===== src/rtl/inst_encoder_pkg.sv =====
// Shared definitions for the instruction immediate encoder: format codes,
// signed range limits per format and a range helper.
package inst_encoder_pkg;

  localparam logic [2:0] IMM_I = 3'b001;
  localparam logic [2:0] IMM_S = 3'b010;
  localparam logic [2:0] IMM_B = 3'b011;
  localparam logic [2:0] IMM_J = 3'b100;

  localparam int signed IS_MIN = -2048;
  localparam int signed IS_MAX = 2047;
  localparam int signed B_MIN  = -4096;
  localparam int signed B_MAX  = 4094;
  localparam int signed J_MIN  = -1048576;
  localparam int signed J_MAX  = 1048574;

  typedef struct packed {
    logic [31:0] inst;
    logic        err;
  } enc_word_t;

  function automatic logic in_range(logic [31:0] imm, int signed lo, int signed hi);
    return ($signed(imm) >= lo) && ($signed(imm) <= hi);
  endfunction

endpackage


===== src/rtl/inst_encoder_imm_pack.sv =====
// Combinational immediate packer: scatters a signed immediate into the I/S/B/J
// fields of a template word, or flags it and passes the template through.
module imm_pack
  import inst_encoder_pkg::*;
(
  input  logic [2:0]  sel,
  input  logic [31:0] imm,
  input  logic [31:0] base,
  output logic [31:0] inst,
  output logic        err
);

  always_comb begin
    // NOTE: every output gets a default before the case so no path leaves it unassigned (no latch).
    inst = base;
    err  = 1'b0;
    case (sel)
      IMM_I: begin
        if (in_range(imm, IS_MIN, IS_MAX)) inst[31:20] = imm[11:0];
        else err = 1'b1;
      end
      IMM_S: begin
        if (in_range(imm, IS_MIN, IS_MAX)) begin
          inst[31:25] = imm[11:5];
          inst[11:7]  = imm[4:0];
        end else err = 1'b1;
      end
      IMM_B: begin
        if (in_range(imm, B_MIN, B_MAX) && !imm[0]) begin
          inst[31]    = imm[12];
          inst[30:25] = imm[10:5];
          inst[11:8]  = imm[4:1];
          inst[7]     = imm[11];
        end else err = 1'b1;
      end
      IMM_J: begin
        if (in_range(imm, J_MIN, J_MAX) && !imm[0]) begin
          inst[31]    = imm[20];
          inst[30:21] = imm[10:1];
          inst[20]    = imm[11];
          inst[19:12] = imm[19:12];
        end else err = 1'b1;
      end
      default: err = 1'b1;
    endcase
  end

endmodule


===== src/rtl/inst_encoder.sv =====
// Two-stage valid/ready instruction encoder: packs immediates into template
// words and emits them with sequential, wrapping instruction-memory addresses.
module inst_encoder
  import inst_encoder_pkg::*;
#(
  parameter logic [31:0] ADDR_BASE = 32'h0000_0000,
  parameter int          MEM_DEPTH = 256,
  parameter int          ERR_W     = 8
) (
  input  logic             clk,
  input  logic             rst,
  input  logic             in_valid,
  output logic             in_ready,
  input  logic [2:0]       in_sel,
  input  logic [31:0]      in_imm,
  input  logic [31:0]      in_base,
  output logic             out_valid,
  input  logic             out_ready,
  output logic [31:0]      out_inst,
  output logic [31:0]      out_addr,
  output logic             out_err,
  output logic [ERR_W-1:0] err_cnt
);

  localparam int AW = $clog2(MEM_DEPTH);

  logic [31:0] pack_inst;
  logic        pack_err;
  logic        s1_valid;
  enc_word_t   s1_word;
  logic        s2_free;
  logic        s1_advance;
  logic        out_fire;
  logic [AW-1:0] addr_idx;

  imm_pack u_pack (
    .sel  (in_sel),
    .imm  (in_imm),
    .base (in_base),
    .inst (pack_inst),
    .err  (pack_err)
  );

  assign s2_free    = !out_valid || out_ready;
  assign s1_advance = s1_valid && s2_free;
  assign in_ready   = !s1_valid || s1_advance;
  assign out_fire   = out_valid && out_ready;

  // Word index wraps naturally at MEM_DEPTH because MEM_DEPTH is a power of two.
  assign out_addr = ADDR_BASE + {{(30 - AW){1'b0}}, addr_idx, 2'b00};

  // NOTE: sequential state uses non-blocking assignments so all registers update from pre-edge values.
  always_ff @(posedge clk) begin
    if (rst) begin
      s1_valid  <= 1'b0;
      out_valid <= 1'b0;
      out_inst  <= '0;
      out_err   <= 1'b0;
      addr_idx  <= '0;
      err_cnt   <= '0;
    end else begin
      if (in_ready) begin
        s1_valid <= in_valid;
        // NOTE: s1_word has no reset; its contents are only observed while s1_valid is set.
        if (in_valid) s1_word <= '{inst: pack_inst, err: pack_err};
      end
      if (s2_free) begin
        out_valid <= s1_valid;
        if (s1_valid) begin
          out_inst <= s1_word.inst;
          out_err  <= s1_word.err;
        end
      end
      if (out_fire) begin
        addr_idx <= addr_idx + AW'(1);
        if (out_err && (err_cnt != '1)) err_cnt <= err_cnt + ERR_W'(1);
      end
    end
  end

endmodule


===== config.mk =====
export PLATFORM = sky130hd
export DESIGN_NAME = inst_encoder
export DESIGN_NICKNAME = d
export VERILOG_FILES = /design/src/rtl/inst_encoder_pkg.sv /design/src/rtl/inst_encoder_imm_pack.sv /design/src/rtl/inst_encoder.sv
export SDC_FILE = /design/constraint.sdc
export NUM_CORES = 1
export LEC_CHECK = 0
export ABC_AREA = 1
export CAP_MARGIN = 20
export CORE_ASPECT_RATIO = 1.25
export CORE_UTILIZATION = 45
export CTS_BUF_LIST = sky130_fd_sc_hd__clkbuf_16
export CTS_CLUSTER_DIAMETER = 100
export DETAILED_ROUTE_END_ITERATION = 6
export PLACE_DENSITY = 0.8
export SYNTH_ARGS = -nofsm -noshare
export SYNTH_HDL_FRONTEND = slang
export SYNTH_SLANG_ARGS = --single-unit

===== constraint.sdc =====
create_clock -name clk -period 2.6 [get_ports clk]
set_clock_uncertainty 0.15 [all_clocks]
set_input_delay 0.52 -clock clk [delete_from_list [all_inputs] [get_ports clk]]
set_output_delay 0.52 -clock clk [all_outputs]
set_load 0.05 [all_outputs]

==> results of run 1 <==
[where the power goes]
| group | internal, W | leakage (nW) | switching, W | total [W] |
|---|---|---|---|---|
| Clock | 0.000826 | 0.149 | 0.000471 | 0.00130 |
| Sequential | 0.00144 | 0.730 | 0.0000270 | 0.00147 |
| Combinational | 0.000247 | 1.63 | 0.000422 | 0.000669 |
[critical path: stages]
cell,delay (ps)
clkdlybuf4s50_1,610
nand2_1,80
nor2_1,150
nand4_1,90
nor2_1,130
inv_1,80
nand2_2,180
nand2_1,100
nand2_1,70
o21ai_0,80
o21ai_1,100
nand2_1,70
[layer usage]
layer,vias up,global-route usage,part of all wire
met5,-,0,0
met2,147,0.396,0.53
met3,29,0.0419,0.057
met1,1827,0.239,0.38
met4,0,0.127,0.034
li1,2063,-,-
[cell usage after synthesis, drive strengths merged (4+ instances only)]
cell | count | area [sq um]
buf | 28 | 206
a21oi | 9 | 45.0
edfxtp | 33 | 991
dfxtp | 51 | 1020
nand3 | 32 | 190
nand4 | 7 | 43.8
clkbuf | 9 | 33.8
o21ai | 57 | 289
nor2 | 120 | 470
nor3 | 4 | 31.3
o211ai | 10 | 75.1
nand2 | 137 | 522
inv | 61 | 231
[worst max-delay path by stage]
| stage | to | depth (start not counted) | startpoint |
|---|---|---|---|
| after floorplan | s1_word[0] | 3 | out_valid |
| after global placement | s1_word[25] | 12 | in_imm[4] |
| after detailed placement | s1_word[9] | 11 | in_imm[13] |
| after CTS | s1_word[9] | 11 | in_imm[13] |
| after global routing | s1_word[11] | 13 | in_imm[31] |
| final | s1_word[9] | 12 | in_imm[12] |
[flip-flops by register name (all words and copies together), names as in the netlist]
register   count
addr_idx       8
s1_valid       1
s1_word       33
out_valid      1
err_cnt        8
out_inst      32
out_err        1
[kinds of logic (layout without fill, tap and decap cells)]
logic type	count (synthesis)	after routing
AO/OA/AOI/OAI	79	79
XOR/XNOR	2	2
adder cells (fa/ha/maj)	2	2
buffers and inverters	98	223
flip-flops	84	84
other	1	24
AND/OR/NAND/NOR	303	303
[layout make-up]
class / instances / area, sq um / area share
repair buffers: 146 / 1420 / 0.238
clock inverters: 7 / 82.6 / 0.0138
inverters: 61 / 231 / 0.0388
flip-flops and latches: 84 / 2010 / 0.337
clock buffers: 9 / 225 / 0.0378
well taps: 123 / 154 / 0.0258
multi-input cells: 410 / 1840 / 0.308
[through the flow]
step	TNS, ps	instances	utilization	hold WS [ps]	setup WS, ps
6_report	0	840	0.654	329	277
5_1_grt	0	840	0.654	356	75.3
4_1_cts	0	840	0.654	336	308
3_5_place_dp	-404	824	0.620	323	-47.0
3_3_place_gp	-53.8	824	0.620	309	-8.88
2_1_floorplan	0	592	-	319	257
==> reports/metrics.cfg, run 1 <==
[floorplan]
core_sq_um = 9130
start_util = 0.464
die_area_sq_um = 9810
fp.dieH_um = 110
rows = 39
die_w_um = 88.8
io_pins = 146

[critical_path]
start_kind = input pin
r2r_end = err_cnt[6]
crit_arrival_ps = 2260
regToRegSetupSlack_ps = 820
cp_data_required_time_ps = 2530
crit_fanout = 10
ff2ff_path_depth = 9
endpoint_kind = flip-flop
rr_startpoint = err_cnt[1]
crit_type = in -> reg

[sta]
worstMarginPinSlew_ps = 560
slew_viol_final = 0
rsz0062_at_grt = no
fmax_mhz = 430
slew_headroom = 0.626
setup_viol_count_final = 0
fin_crit_ps = 2320
hold_viol = 0
timing.final.crit_share = 0.894

[synth]
synth_ff_type = dfxtp_1
post_synth_num_cell_types = 33
seq_area_frac_synth = 0.475
synth_enable_flop_cells = 33
synth-warning-count = 0
postSynth.asyncResetShare = 0
synthCells = 569
synthesis.area_per_instance_sq_um = 7.45
syn_area_sq_um = 4240
synth-seq-cells = 84
synth-simple-area-share = 0.301
muxShareOfSynthArea = 0
synth_xor_xnor_area_share = 0.00413
synth_top_family_by_area = simple AND/OR/NAND/NOR gates
synth_compound_area_frac = 0.102
synth_fa_ha_area_frac = 0.00591

[status]
outcome = finished, final reports clean

[grt]
grt_max_degree = 34
track_usage = 0.223
grt_pass1_vias = 3927
grt_pass1_wl_mm = 16.9
antenna_found_initial = 0
gr-total-overflow = 0

[finish]
layout_common_cells = 134 x nand2_1, 120 x clkdlybuf4s50_1, 114 x nor2_1
drive_gt1_frac = 0.0809
nets = 785
fill_cells = 773
mostFrequentLayoutCell = nand2_1
fin_area_sq_um = 5970
syn_to_final_growth_pct = 40.8
antenna_cells = 0

[clock_network]
clkSinkCount = 84
worstSkewPairLatency_ps = 330
numCtsBuffers = 9
cts_setup_buffers = 0
postCtsHoldBufs = 0
cts_tree = yes
cts.clk_slew.worst_paths_ps = 60
cts_buffer_depth = 2
cts_root_buf = clkbuf_16
h-tree-depth = 3
cts_resized = 0

[pwr]
p_total_w = 0.00343
irDropWorstVdd_v = 0.000310
power_density_nw_per_um2 = 575
p_leak_nw = 2.51

[drt]
routed_wl_mm = 10.3
viasPerCell = 4.84
dr_total_vias = 4066
drc = 0
firstDrtPassIters = 5
ant_nets = 0
post_drt_wl_per_cell_um = 12.3
drtIter0Drc = 178

[hold_path]
min_path_cells = 2
min_path_type = reg -> reg
hp-start = out_inst[20]
hold_end = out_inst[20]

[placement]
hpwl_mm = 8.24
place_area_sq_um = 5660
place_congestion = 0.922
port_buffers = 121

[run]
maxCapViolCount = 0

No activity file was read; power rests on OpenSTA's default activity.
==> inputs of run 2 (changes only) <==
- ABC_AREA: 1 -> unset
- CORE_UTILIZATION: 45 -> 44
- SLEW_MARGIN: unset -> 20
==> run 2 against run 1 <==
Net effect: the run now ends with DRC, setup timing left; wire length decreased by 8.3%; total power down 3.5%; sequential cell count stayed put; non-clock buffer count increased by 21; cell area shrank 4.8%; die area down 8.1%; worst hold slack worse by 27 ps; sequential power about the same; clock-buffer cell count is the same; critical path depth down 4; via count decreased by 17%; register-to-register slack worse by 210 ps; critical path type unchanged; critical endpoint is now s1_word[12].
==> reports/metrics.cfg, run 2 <==
[status]
outcome = complete, but fails checks
violations = DRC, setup timing

[floorplan]
core_sq_um = 8290  ; -9.2%
io_pins = 146  ; unchanged
start_util = 0.459  ; -0.00573
die_w_um = 85.1  ; -4.1%
die_area_sq_um = 9010  ; -8.1%
rows = 37  ; -5.1%
fp.dieH_um = 106  ; -4.1%

[grt]
antenna_found_initial = 0  ; unchanged
grt_max_degree = 52  ; +53%
use_met2 = 0.378  ; -0.0180
grt_pass1_vias = 3358  ; -14%
gr-total-overflow = 0  ; unchanged
top_usage_layer = met2
track_usage = 0.213  ; -0.0102
grt_pass1_wl_mm = 15.1  ; -11%
gr-usage-met1 = 0.239  ; +0.000806
grt.met3_usage = 0.0396  ; -0.00226

[clock_network]
numCtsBuffers = 9  ; unchanged
cts_tree = yes
h-tree-depth = 3  ; unchanged
cts_buffer_depth = 2  ; unchanged
clkSinkCount = 84  ; unchanged
cts_root_buf = clkbuf_16
worstSkewPairLatency_ps = 330  ; about the same
cts.clk_slew.worst_paths_ps = 60  ; about the same

[synth]
syn_area_sq_um = 3800  ; -10%
synth-warning-count = 0  ; unchanged
synth_commonest_cells = 82 x nand2_1, 51 x dfxtp_1, 39 x a21oi_1
seq_area_frac_synth = 0.529  ; +0.0546
synthesis.area_per_instance_sq_um = 9.84  ; +32%
synth_ff_type = dfxtp_1
synth-seq-cells = 84  ; unchanged
synthCells = 386  ; -32%
yosysTopAreaCellShare = 0.269  ; +0.0277
synth_enable_flop_cells = 33  ; unchanged
yosys.area.top_type = dfxtp_1
post_synth_num_cell_types = 47  ; +42%
yosysMostFrequentCell = nand2_1
postSynth.asyncResetShare = 0  ; unchanged
ys_top_cells_by_area = dfxtp_1 27%, edfxtp_1 26%, nand2_1 8.1%, mux2_2 5.3%, a21oi_1 5.1%

[finish]
top_regs = s1_word x33, out_inst x32
mostFrequentLayoutCell = clkdlybuf4s50_1
fill_cells = 605  ; -22%
largest_reg_flops = 33  ; unchanged
antenna_cells = 0  ; unchanged
drive_gt1_frac = 0.206  ; +0.125
layout_common_cells = 99 x clkdlybuf4s50_1, 81 x nand2_1, 51 x dfxtp_1
syn_to_final_growth_pct = 49.5
finalNonFillerCells = 646  ; -23%
largest_register = s1_word
nets = 617  ; -21%

[pwr]
p_sw_frac = 0.251  ; -0.0165
power_density_nw_per_um2 = 583  ; +1.3%
netSwitchingPower_w = 0.000832  ; -9.5%
clkPwrFrac = 0.400  ; +0.022
p_leak_nw = 2.16  ; -14%
p_seq_frac = 0.437  ; +0.010
irDropWorstVdd_v = 0.000274  ; -12%
p_comb_frac = 0.163  ; -0.032
p_int_w = 0.00248  ; -1.4%

[placement]
port_buffers = 121  ; unchanged
place_congestion = 0.836  ; -9.4%
dp.cells = 625  ; -24%
pre_cts_slack_ps = -658  ; -611 ps
hpwl_mm = 6.71  ; -19%

[critical_path]
endpoint_kind = flip-flop
crit_chain = dlygate4sd2_1 -> nand4_1 -> buf_4 -> nor4_1 -> a2bb2oi_2 -> a2111oi_4 -> buf_6 -> mux2_4
worst-path-buf-inv = 3  ; +1
crit_path_max_incr_delay_ps = 430  ; -180 ps
crit_type = in -> reg
slowest_stage = nor4_1
start_kind = input pin
crit_fanout = 5  ; -5
crit_arrival_ps = 2540  ; +280 ps
crit_family = buffers and inverters
cp_data_required_time_ps = 2520  ; about the same

[sta]
setup_slack_ps = -19.3  ; -296 ps
setup_viol_count_final = 4  ; +4
fmax_mhz = 382  ; -11%
timing.final.crit_share = 1.01  ; +0.114
slew_viol_final = 0  ; unchanged
fin_crit_ps = 2620  ; +296 ps
worstMarginPinSlew_ps = 799  ; +240 ps
slew_headroom = 0.467  ; -0.159
hold_viol = 0  ; unchanged

[drt]
dr_total_vias = 3358  ; -17%
firstDrtPassIters = 6  ; +1
post_drt_wl_per_cell_um = 14.6  ; +19%
ant_nets = 0  ; unchanged
viasPerCell = 5.20  ; +7.4%
routed_wl_mm = 9.45  ; -8.3%
drc = 1  ; +1
drtIter0Drc = 180  ; +1.1%

[hold_path]
min_path_type = reg -> reg

[run]
maxCapViolCount = 0  ; unchanged

## run 2: changes by cell type after synthesis, sizes merged, moves of 6 or more
cell / before / now
a21oi: 9 / 39
clkbuf: 9 / 16
inv: 61 / 7
mux2: 0 / 22
nand2: 137 / 82
nand3: 32 / 7
nor2: 120 / 20
nor4: 0 / 8
o211ai: 10 / 2
o21ai: 57 / 6
xor2: 2 / 8
## run 2: timing repair
item	CTS	global route
hold endpoints to repair	0	0
hold buffers	0	0
setup buffers	5	0
pin swaps	7	10
resized for setup	30	29
endpoints found under the setup margin	16	16
## run 2: cells by family after synthesis
family          after synthesis  synth area share
xor+xnor                     11            0.0254
compound gates               63             0.101
fa+ha+maj                     3           0.00922
flops                        84             0.529
other cells                   1          0.000987
buf+inv                      50            0.0754
mux                          24            0.0705
simple gates                150             0.188
## run 2: area by class of cell
cell class / instances / area (sq um) / area share
clock buffer: 9 / 225 / 0.0397
clock inverter: 7 / 91.3 / 0.0161
inverter: 7 / 26.3 / 0.00463
multi-input combinational: 275 / 1700 / 0.300
sequential: 84 / 2010 / 0.354
tap: 97 / 121 / 0.0214
timing repair buffer: 167 / 1500 / 0.264
## run 2: worst paths after layout
check / startpoint / endpoint / slack (ps) / cells after the start
hold reg to reg: out_inst[6] / out_inst[6] / 300 / 2
setup / recovery: in_imm[28] / s1_word[12] / -20 / 8
setup reg to reg: out_valid / s1_word[9] / 610 / 4
hold / removal: out_inst[6] / out_inst[6] / 300 / 2
## run 2: metal layers
layer | wire length (um) | part of all wire
met5 | 0 | 0
met2 | 4910 | 0.52
met1 | 3790 | 0.40
met3 | 433 | 0.046
met4 | 326 | 0.034
## run 2: worst min-delay path: stages, from the launching register on
cell     delay (ps)
dfxtp_1         300
nand2_1          50
a21oi_1          50
## run 2: stage by stage
stage / total power (W) / instance area [sq um] / hold slack, ps / setup TNS (ps) / util
final: 0.00331 / 5680 / 302 / -71.0 / 0.685
after global routing: 0.00343 / 5680 / 325 / -742 / 0.685
after CTS: 0.00333 / 5660 / 305 / 0 / 0.684
after detailed placement: 0.00201 / 5280 / 296 / -11130 / 0.638
after global placement: 0.00200 / 5280 / 291 / -9240 / 0.638
after floorplan: 0.00180 / 3910 / 321 / 0 / -
## run 2: power groups by stage
stage	registers, W	logic, W	clock network [W]
after floorplan	0.00156	0.000236	0
after global placement	0.00147	0.000527	0
after detailed placement	0.00148	0.000535	0
after CTS	0.00145	0.000535	0.00134
after global routing	0.00145	0.000567	0.00141
final	0.00145	0.000538	0.00133
